$ cat src/rtl/apb_pkg.sv
// rtl/apb_pkg.sv - state encoding and shared widths for the APB master bridge
package apb_pkg;

  localparam int APB_ADDR_W = 2;
  localparam int APB_DATA_W = 32;

  typedef enum logic [1:0] {
    IDLE   = 2'b00,
    SETUP  = 2'b01,
    ACCESS = 2'b10,
    RESP   = 2'b11
  } apb_state_t;

endpackage

$ cat src/rtl/apb_req_hold.sv
// rtl/apb_req_hold.sv - command holding register feeding the APB address/data phase
module apb_req_hold
  import apb_pkg::*;
#(
  parameter int ADDR_W = APB_ADDR_W,
  parameter int DATA_W = APB_DATA_W
) (
  input  logic              p_clk,
  input  logic              p_reset_n,
  input  logic              load,
  input  logic              in_write,
  input  logic [ADDR_W-1:0] in_addr,
  input  logic [DATA_W-1:0] in_wdata,
  output logic              hold_write,
  output logic [ADDR_W-1:0] hold_addr,
  output logic [DATA_W-1:0] hold_wdata
);

  logic              write_q, write_d;
  logic [ADDR_W-1:0] addr_q, addr_d;
  logic [DATA_W-1:0] wdata_q, wdata_d;

  always_comb begin
    write_d = write_q;
    addr_d  = addr_q;
    wdata_d = wdata_q;
    if (load) begin
      write_d = in_write;
      addr_d  = in_addr;
      wdata_d = in_wdata;
    end
  end

  always_ff @(posedge p_clk or negedge p_reset_n) begin
    if (!p_reset_n) begin
      write_q <= 1'b0;
      addr_q  <= '0;
      wdata_q <= '0;
    end else begin
      write_q <= write_d;
      addr_q  <= addr_d;
      wdata_q <= wdata_d;
    end
  end

  assign hold_write = write_q;
  assign hold_addr  = addr_q;
  assign hold_wdata = wdata_q;

endmodule

$ cat src/rtl/apb_master_bridge.sv
// rtl/apb_master_bridge.sv - single-outstanding APB master; define APB_MASTER_TIMEOUT_EN
// to abort ACCESS after TIMEOUT_CYCLES wait states.
module apb_master_bridge
  import apb_pkg::*;
#(
  parameter int ADDR_W = APB_ADDR_W,
  parameter int DATA_W = APB_DATA_W
`ifdef APB_MASTER_TIMEOUT_EN
  ,
  parameter int TIMEOUT_CYCLES = 16
`endif
) (
  input  logic              p_clk,
  input  logic              p_reset_n,
  input  logic              cmd_valid,
  output logic              cmd_ready,
  input  logic              cmd_write,
  input  logic [ADDR_W-1:0] cmd_addr,
  input  logic [DATA_W-1:0] cmd_wdata,
  output logic              rsp_valid,
  input  logic              rsp_ready,
  output logic [DATA_W-1:0] rsp_rdata,
  output logic              rsp_err,
  output logic              rsp_timeout,
  output logic              p_sel,
  output logic              p_enable,
  output logic              p_write,
  output logic [ADDR_W-1:0] p_addr,
  output logic [DATA_W-1:0] p_w_data,
  input  logic              p_ready,
  input  logic              p_slv_err,
  input  logic [DATA_W-1:0] p_r_data
);

  apb_state_t        state_q, state_d;
  logic              cmd_ready_q, cmd_ready_d;
  logic              p_sel_q, p_sel_d;
  logic              p_enable_q, p_enable_d;
  logic              rsp_valid_q, rsp_valid_d;
  logic [DATA_W-1:0] rsp_rdata_q, rsp_rdata_d;
  logic              rsp_err_q, rsp_err_d;
  logic              rsp_timeout_q, rsp_timeout_d;
  logic              load;
  logic              hold_write;
  logic              timed_out;

  // cmd_ready_q is only high in IDLE, so it doubles as the accept qualifier.
  assign load = cmd_valid & cmd_ready_q;

  apb_req_hold #(.ADDR_W(ADDR_W), .DATA_W(DATA_W)) u_hold (
    .p_clk      (p_clk),
    .p_reset_n  (p_reset_n),
    .load       (load),
    .in_write   (cmd_write),
    .in_addr    (cmd_addr),
    .in_wdata   (cmd_wdata),
    .hold_write (hold_write),
    .hold_addr  (p_addr),
    .hold_wdata (p_w_data)
  );

`ifdef APB_MASTER_TIMEOUT_EN
  localparam int CNT_W = $clog2(TIMEOUT_CYCLES + 1);
  logic [CNT_W-1:0] cnt_q, cnt_d;

  always_comb begin
    cnt_d = cnt_q;
    if (state_q == SETUP) begin
      cnt_d = '0;
    end else if (state_q == ACCESS && !p_ready) begin
      cnt_d = cnt_q + 1'b1;
    end
  end

  assign timed_out = (state_q == ACCESS) && !p_ready && (cnt_d == CNT_W'(TIMEOUT_CYCLES));

  always_ff @(posedge p_clk or negedge p_reset_n) begin
    if (!p_reset_n) cnt_q <= '0;
    else            cnt_q <= cnt_d;
  end
`else
  assign timed_out = 1'b0;
`endif

  always_comb begin
    state_d       = state_q;
    rsp_rdata_d   = rsp_rdata_q;
    rsp_err_d     = rsp_err_q;
    rsp_timeout_d = rsp_timeout_q;
    case (state_q)
      IDLE:   if (load) state_d = SETUP;
      SETUP:  state_d = ACCESS;
      ACCESS: begin
        if (p_ready) begin
          state_d       = RESP;
          rsp_rdata_d   = hold_write ? '0 : p_r_data;
          rsp_err_d     = p_slv_err;
          rsp_timeout_d = 1'b0;
        end else if (timed_out) begin
          state_d       = RESP;
          rsp_rdata_d   = '0;
          rsp_err_d     = 1'b1;
          rsp_timeout_d = 1'b1;
        end
      end
      RESP:    if (rsp_ready) state_d = IDLE;
      default: state_d = IDLE;
    endcase
    // Outputs are registered from the next state so they line up with state_q.
    cmd_ready_d = (state_d == IDLE);
    p_sel_d     = (state_d == SETUP) || (state_d == ACCESS);
    p_enable_d  = (state_d == ACCESS);
    rsp_valid_d = (state_d == RESP);
  end

  always_ff @(posedge p_clk or negedge p_reset_n) begin
    if (!p_reset_n) begin
      state_q       <= IDLE;
      cmd_ready_q   <= 1'b0;
      p_sel_q       <= 1'b0;
      p_enable_q    <= 1'b0;
      rsp_valid_q   <= 1'b0;
      rsp_rdata_q   <= '0;
      rsp_err_q     <= 1'b0;
      rsp_timeout_q <= 1'b0;
    end else begin
      state_q       <= state_d;
      cmd_ready_q   <= cmd_ready_d;
      p_sel_q       <= p_sel_d;
      p_enable_q    <= p_enable_d;
      rsp_valid_q   <= rsp_valid_d;
      rsp_rdata_q   <= rsp_rdata_d;
      rsp_err_q     <= rsp_err_d;
      rsp_timeout_q <= rsp_timeout_d;
    end
  end

  assign cmd_ready   = cmd_ready_q;
  assign p_sel       = p_sel_q;
  assign p_enable    = p_enable_q;
  assign p_write     = hold_write;
  assign rsp_valid   = rsp_valid_q;
  assign rsp_rdata   = rsp_rdata_q;
  assign rsp_err     = rsp_err_q;
  assign rsp_timeout = rsp_timeout_q;

endmodule

$ cat config.mk
export PLATFORM = sky130hd
export DESIGN_NAME = apb_master_bridge
export DESIGN_NICKNAME = d
export VERILOG_FILES = /design/src/rtl/apb_pkg.sv /design/src/rtl/apb_req_hold.sv /design/src/rtl/apb_master_bridge.sv
export SDC_FILE = /design/constraint.sdc
export NUM_CORES = 1
export LEC_CHECK = 0
export ABC_AREA = 1
export BUFFER_PORTS_ARGS = -buffer_cell sky130_fd_sc_hd__buf_4
export CORE_UTILIZATION = 47
export DETAILED_ROUTE_END_ITERATION = 10
export PLACE_DENSITY = 0.8
export SYNTH_ARGS = -nofsm -noshare
export SYNTH_HDL_FRONTEND = slang
export SYNTH_HIERARCHICAL = 1
export SYNTH_SLANG_ARGS = --single-unit
$ cat constraint.sdc
create_clock -name p_clk -period 1.6 [get_ports p_clk]
set_clock_uncertainty 0.2 [all_clocks]
set_input_delay 0.16 -clock p_clk [delete_from_list [all_inputs] [get_ports p_clk]]
set_output_delay 0.16 -clock p_clk [all_outputs]
set_load 0.02 [all_outputs]
==> results of run 1 <==
-- state kept, by name, indices dropped and copies added (netlist names) --
name               cells
p_sel                  1
p_enable               1
state_q                2
u_hold/hold_addr       2
cmd_ready              1
rsp_err                1
u_hold/hold_wdata     32
u_hold/hold_write      1
rsp_valid              1
rsp_rdata             32
-- final timing paths --
kind                                                         from                                end  depth (start not counted)
worst max-delay path                         state_q[0]$_DFF_PN0_                    p_sel$_DFF_PN0_                          4
worst min-delay path                                    cmd_valid                cmd_ready$_DFF_PN0_                          5
worst max register to register               state_q[0]$_DFF_PN0_                    p_sel$_DFF_PN0_                          4
worst min register to register  u_hold/hold_wdata[17]$_DFFE_PN0P_  u_hold/hold_wdata[17]$_DFFE_PN0P_                          2
max in group asynchronous                               p_reset_n  u_hold/hold_wdata[23]$_DFFE_PN0P_                          3
min in group asynchronous                               p_reset_n   u_hold/hold_wdata[9]$_DFFE_PN0P_                          3
-- cell type report --
type	instances	area (sq um)
Timing Repair Buffer	223	1880
Multi-Input combinational cell	254	1060
Fill cell	392	1230
Sequential cell	74	1850
Inverter	38	150
Tap cell	77	96.3
Clock inverter	5	77.6
Clock buffer	11	141
-- cells in the final DEF (no fill, tap or decap), types with 2 or more instances in the layout --
master         synthesis  layout
dfrtp_1               74      74
buf_4                 10     149
dlygate4sd3_1          0      71
nand2_2               10      10
nand3_1               35      35
inv_1                 36      36
clkbuf_8               0      10
nor2_1                35      35
buf_12                 1       2
nand2_1              167     167
ha_1                   3       3
bufinv_16              0       2
clkinv_2               0       2
-- cell families (layout without fill, tap and decap cells) --
| group | after synthesis | after routing | synth area share |
|---|---|---|---|
| adders and majority gates | 3 | 3 | 0.0116 |
| AOI/OAI and AO/OA | 1 | 1 | 0.00155 |
| DFF | 74 | 74 | 0.574 |
| other | 1 | 1 | 0.00116 |
| buffers and inverters | 59 | 277 | 0.0958 |
| and+or+nand+nor | 249 | 249 | 0.315 |
-- power by group through the flow --
stage | Sequential, mW | Clock, mW | Combinational [mW]
after floorplan | 4.20 | 0 | 1.52
after global placement | 3.21 | 0 | 4.23
after detailed placement | 3.24 | 0 | 4.36
after CTS | 3.22 | 1.62 | 4.49
after global routing | 3.35 | 1.70 | 4.92
final | 3.27 | 1.60 | 4.59
-- routing by layer --
layer | up-vias | wire [um] | global-route usage
li1 | 1574 | - | -
met1 | 1559 | 3980 | 0.347
met2 | 169 | 5000 | 0.489
met3 | 25 | 856 | 0.0875
met4 | 0 | 218 | 0.112
met5 | - | 0 | 0
-- metrics by stage --
step / area, sq um / util
floorplan: 3220 / -
global placement: 4330 / 0.666
detailed placement: 4330 / 0.666
CTS: 5260 / 0.809
global route: 5260 / 0.810
finish: 5260 / 0.810
-- worst max-delay path, stage by stage (launching register included) --
cell and delay, ns:
dfrtp_1 0.46, inv_1 0.12, o21ai_0 0.24, inv_1 0.09, ha_1 0.28
-- timing repair --
action / in CTS / in global routing
hold buffers: 71 / 0
endpoints found under the setup margin: 0 / 1
gates resized for setup: 0 / 1
endpoints found under the hold margin: 143 / 0
==> impl_metrics.csv, run 1 <==
group,metric,value,unit
critical_path,critPathRequiredTime,1.62,ns
floorplanning,floorplan.die_area,0.00720,sq mm
power,worst_ir_drop_vdd,1.07,mV
yosys,yosysMostFrequentCell,"nand2_1",
min_path,timing.hold.worst.class,"in -> reg",
finish,stdcell_count,682,
floorplanning,start_util,0.496,
yosys,syn_avg_cell_area,8.33,sq um
clocking,tritoncts,"built",
finish,nets,676,
routing,post_route_ant_nets,0,
clocking,postCtsSetupBuffers,0,
clocking,clk_path_buf_depth,2,
yosys,mapped_cell_area,0.00322,sq mm
finish,syn_to_final_growth,63.2,%
yosys,synth-main-ff-cell,"dfrtp_1",
grt,congestion_overflow_gr,0,
power,net-switching-power,3.95,mW
routing,drt-wirelength-per-cell,14.7,um
critical_path,timing_worst_setup_path_type,"reg -> reg",
outcome,failing_checks,"DRC",
critical_path,startpoint_type,"flop",
floorplanning,die_x,84.8,um
yosys,synth_area_leader,"dfrtp_1",
grt,grt.total_usage,0.288,
placement,detailedPlace.worstSlack,0.113,ns
power,power.density_cell_area,1800,mW/mm^2
floorplanning,fp-row-count,29,
grt,grt_max_degree,75,
grt,antenna_found_initial,0,
power,p_leak,3.00,nW
finish,layout-drive-gt1-share,0.299,
routing,detail_route.wirelength,10.1,mm
power,internal-power,5.50,mW
yosys,yosysSeqAreaShare,0.574,
yosys,postSynthNetCount,463,
routing,route.detailed.vias_per_inst,4.88,
flow_run,drv.max_cap_violation_count,0,
clocking,clock_latency,0.34,ns
routing,vias,3327,
placement,routabilityCongestion,0.785,
placement,dp_hpwl,5.43,mm
sta,setup_repair_after_global_routing_missed_its_margin,"no",
clocking,tritoncts_num_sinks,74,
yosys,netlist_instances,387,
sta,setup_violations,0,
yosys,cell_variety_after_synth,18,
placement,post_place_cells,595,
clocking,number_of_buffers_created_by_cts,9,
floorplanning,floorplan.io_pins,146,
routing,drt_iter0_markers,136,
sta,setup_ws,0.0970,ns
power,switching_share,0.418,
outcome,status,"finished with violations",
routing,drtPass1Iterations,7,
sta,final.setup.tns,0,ns
critical_path,cp-end-kind,"flop",
critical_path,crit_path_max_fanout,5,
placement,numPortBuffers,144,
clocking,clk_pin_slew,0.08,ns
clocking,cts.htree.levels,3,
yosys,ys_top_cells_by_area,"dfrtp_1 57%, nand2_1 19%, nand3_1 5.4%",
yosys,synth.ff_latch_count,74,
floorplanning,die-height,84.8,um
power,pwr-share-clk,0.169,
routing,drc_errors,14,
clocking,clock_root_buffer_master,"clkbuf_8",
sta,fmax,0.665,GHz
yosys,synth-warning-count,6,
floorplanning,core_area,0.00649,sq mm
grt,first_global_vias,3317,
finish,insertedDiodeCount,0,
yosys,synthDominantCellAreaShare,0.574,
critical_path,r2r_setup_slack,0.1,ns
sta,final_report_hold_violation_count,0,
yosys,synth-edff-count,0,
sta,clock_period_minus_worst_slack,1.50,ns
power,p_total,9.45,mW
power,comb_power_share,0.485,
sta,final.period_utilization,0.939,
critical_path,cp_data_arrival_time,1.53,ns
power,power.share.sequential,0.346,
sta,timing.hold.ws,0.149,ns
grt,wire_length_of_the_first_global_routing_pass,16.0,mm
yosys,synthArstFlopShare,1.00,
yosys,synth_common_cells,"167 x nand2_1, 74 x dfrtp_1, 36 x inv_1, 35 x nand3_1, 35 x nor2_1",
sta,timing.final.max_slew_violations,0,
No activity file was read; power rests on OpenSTA's default activity.
==> run 2: changes to the inputs <==
--- a/config.mk
+++ b/config.mk
@@ -10,5 +10,6 @@
 export CORE_UTILIZATION = 47
 export DETAILED_ROUTE_END_ITERATION = 10
-export PLACE_DENSITY = 0.8
+export GPL_ROUTABILITY_DRIVEN = 0
+export PLACE_DENSITY = 0.88
 export SYNTH_ARGS = -nofsm -noshare
 export SYNTH_HDL_FRONTEND = slang
--- a/constraint.sdc
+++ b/constraint.sdc
@@ -3,3 +3,3 @@
 set_input_delay 0.16 -clock p_clk [delete_from_list [all_inputs] [get_ports p_clk]]
 set_output_delay 0.16 -clock p_clk [all_outputs]
-set_load 0.02 [all_outputs]
+set_load 0.005 [all_outputs]
==> run 2 against run 1 <==
Effect of this change:
- the flow still finishes with violations (DRC)
- clock-buffer cell count increased by 1
- routed wire length down 0.90%
- register-to-register slack better by 0.02 ns
- critical path depth up 1
- power fell by 12%
- flip-flop and latch count is the same
- via count increased by 0.75%
- fmax is 1.5% higher
==> impl_metrics.csv, run 2 (synthesis gave the netlist of run 1 again) <==
group,metric,value,unit
routing,post_route_ant_nets,0,
sta,fmax,0.675,GHz
sta,final.period_utilization,0.925,
placement,dp_hpwl,5.55,mm
critical_path,worst-path-buf-inv,1,
grt,antenna_found_initial,0,
power,pwr-share-clk,0.176,
routing,vias,3352,
grt,groute.layer.met1.usage,0.337,
sta,clock_period_minus_worst_slack,1.48,ns
floorplanning,floorplan.die_area,0.00720,sq mm
power,worst_ir_drop_vdd,0.892,mV
grt,wire_length_of_the_first_global_routing_pass,15.9,mm
critical_path,startpoint_type,"flop",
clocking,clk_path_buf_depth,2,
floorplanning,fp-row-count,29,
outcome,status,"finished with violations",
clocking,clock_root_buffer_master,"clkbuf_8",
critical_path,crit_path_max_fanout,6,
power,comb_power_share,0.433,
critical_path,crit_path_max_incr_delay,0.45,ns
min_path,timing.hold.worst.class,"in -> reg",
clocking,clock_latency,0.33,ns
finish,layout_commonest_cell,"nand2_1",
sta,setup_violations,0,
grt,use_met3,0.0749,
power,power.share.sequential,0.391,
floorplanning,core_area,0.00649,sq mm
routing,route.detailed.vias_per_inst,4.91,
placement,numPortBuffers,144,
finish,syn_to_final_growth,63.0,%
critical_path,path_delay_family,"flip-flops",
grt,first_global_vias,3378,
finish,insertedDiodeCount,0,
clocking,clk_pin_slew,0.08,ns
grt,grt_max_degree,75,
floorplanning,floorplan.io_pins,146,
grt,grt.total_usage,0.282,
floorplanning,start_util,0.496,
power,p_total,8.36,mW
critical_path,critPathRequiredTime,1.61,ns
routing,drtPass1Iterations,9,
critical_path,cp-end-kind,"flop",
clocking,cts.htree.levels,3,
routing,drt-wirelength-per-cell,14.6,um
floorplanning,die_x,84.8,um
finish,number_of_fillers_in_the_final_layout,338,
power,internal-power,5.35,mW
finish,nets,676,
grt,congestion_overflow_gr,0,
sta,final.setup.tns,0,ns
sta,final_report_hold_violation_count,0,
clocking,number_of_buffers_created_by_cts,9,
sta,timing.final.max_slew_violations,0,
routing,drt_iter0_markers,159,
power,power.density_cell_area,1590,mW/mm^2
clocking,tritoncts_num_sinks,74,
critical_path,cp_data_arrival_time,1.50,ns
sta,setup_repair_after_global_routing_missed_its_margin,"no",
critical_path,path_cells,"inv_1 -> nand3_2 -> nand2_1 -> nor2_1 -> ha_1",
finish,leading_cell_types_in_the_layout_fill_and_taps_excluded,"167 x nand2_1, 148 x buf_4, 73 x dfrtp_1",
routing,drc_errors,14,
flow_run,drv.max_cap_violation_count,0,
routing,detail_route.wirelength,9.96,mm
finish,layout-drive-gt1-share,0.302,
outcome,failing_checks,"DRC",
power,net-switching-power,3.01,mW
grt,groute.layer.met2.usage,0.500,
critical_path,timing_worst_setup_path_type,"reg -> reg",
power,p_leak,2.98,nW
grt,busiest_layer,"met2",
floorplanning,die-height,84.8,um
power,switching_share,0.360,
critical_path,crit_path_top_delay_cell,"dfrtp_2",
clocking,tritoncts,"built",
run 2: cell count changes in the layout (fill, tap and decap cells not counted), sizes merged:
cell,change
clkinvlp,+2
inv,-1
bufinv,-1
clkinv,-1
clkbuf,+1
run 2: cell type report:
class	instances	area (sq um)	area share
well taps	77	96.3	0.0183
repair buffers	223	1880	0.358
clock buffers	12	155	0.0295
inverters	38	154	0.0293
multi-input cells	254	1060	0.202
clock inverters	4	50.0	0.00952
flip-flops and latches	74	1850	0.353
run 2: final timing paths:
path	startpoint	endpoint	slack, ns	depth (start not counted)
worst max-delay path	state_q[0]$_DFF_PN0_	p_sel$_DFF_PN0_	0.12	5
worst min-delay path	cmd_valid	u_hold/hold_wdata[31]$_DFFE_PN0P_	0.11	5
worst max register to register	state_q[0]$_DFF_PN0_	p_sel$_DFF_PN0_	0.12	5
worst min register to register	u_hold/hold_wdata[2]$_DFFE_PN0P_	u_hold/hold_wdata[2]$_DFFE_PN0P_	0.29	2
max in group asynchronous	p_reset_n	state_q[0]$_DFF_PN0_	0.67	3
min in group asynchronous	p_reset_n	u_hold/hold_wdata[8]$_DFFE_PN0P_	0.20	3
run 2: routing by layer:
layer  wire length (um)  share of wire
met2               5040           0.51
met4                 81         0.0081
met1               3840           0.39
met3                996           0.10
met5                  0              0
run 2: power by group through the flow:
stage / Combinational (mW) / Clock (mW) / Sequential [mW]
3_5_place_dp: 3.33 / 0 / 3.24
5_1_grt: 3.97 / 1.56 / 3.35
2_1_floorplan: 1.53 / 0 / 3.27
6_report: 3.62 / 1.47 / 3.27
3_3_place_gp: 3.21 / 0 / 3.22
4_1_cts: 3.47 / 1.50 / 3.23
run 2: tightest hold or removal path, cell delays in order:
cell and delay, ns:
buf_4 0.08, nand2_1 0.08, clkinvlp_4 0.16, nand2_1 0.06, nand2_1 0.06
run 2: repair_timing:
action                                  CTS  global route
hold buffers                             71             0
resized for setup                         0             4
setup buffers                             0             1
endpoints found under the hold margin   143             0
endpoints found under the setup margin    0            36
run 2: metrics by stage:
step	cells	worst slack [ns]	utilization	hold slack, ns	instance area (sq um)
floorplan	387	0.143	-	-0.336	3220
CTS	681	0.0313	0.806	0.152	5240
detailed placement	594	0.0478	0.665	0.0185	4320
global placement	594	0.113	0.665	0.00377	4320
global route	682	0.0186	0.809	0.122	5260
finish	682	0.119	0.809	0.113	5260
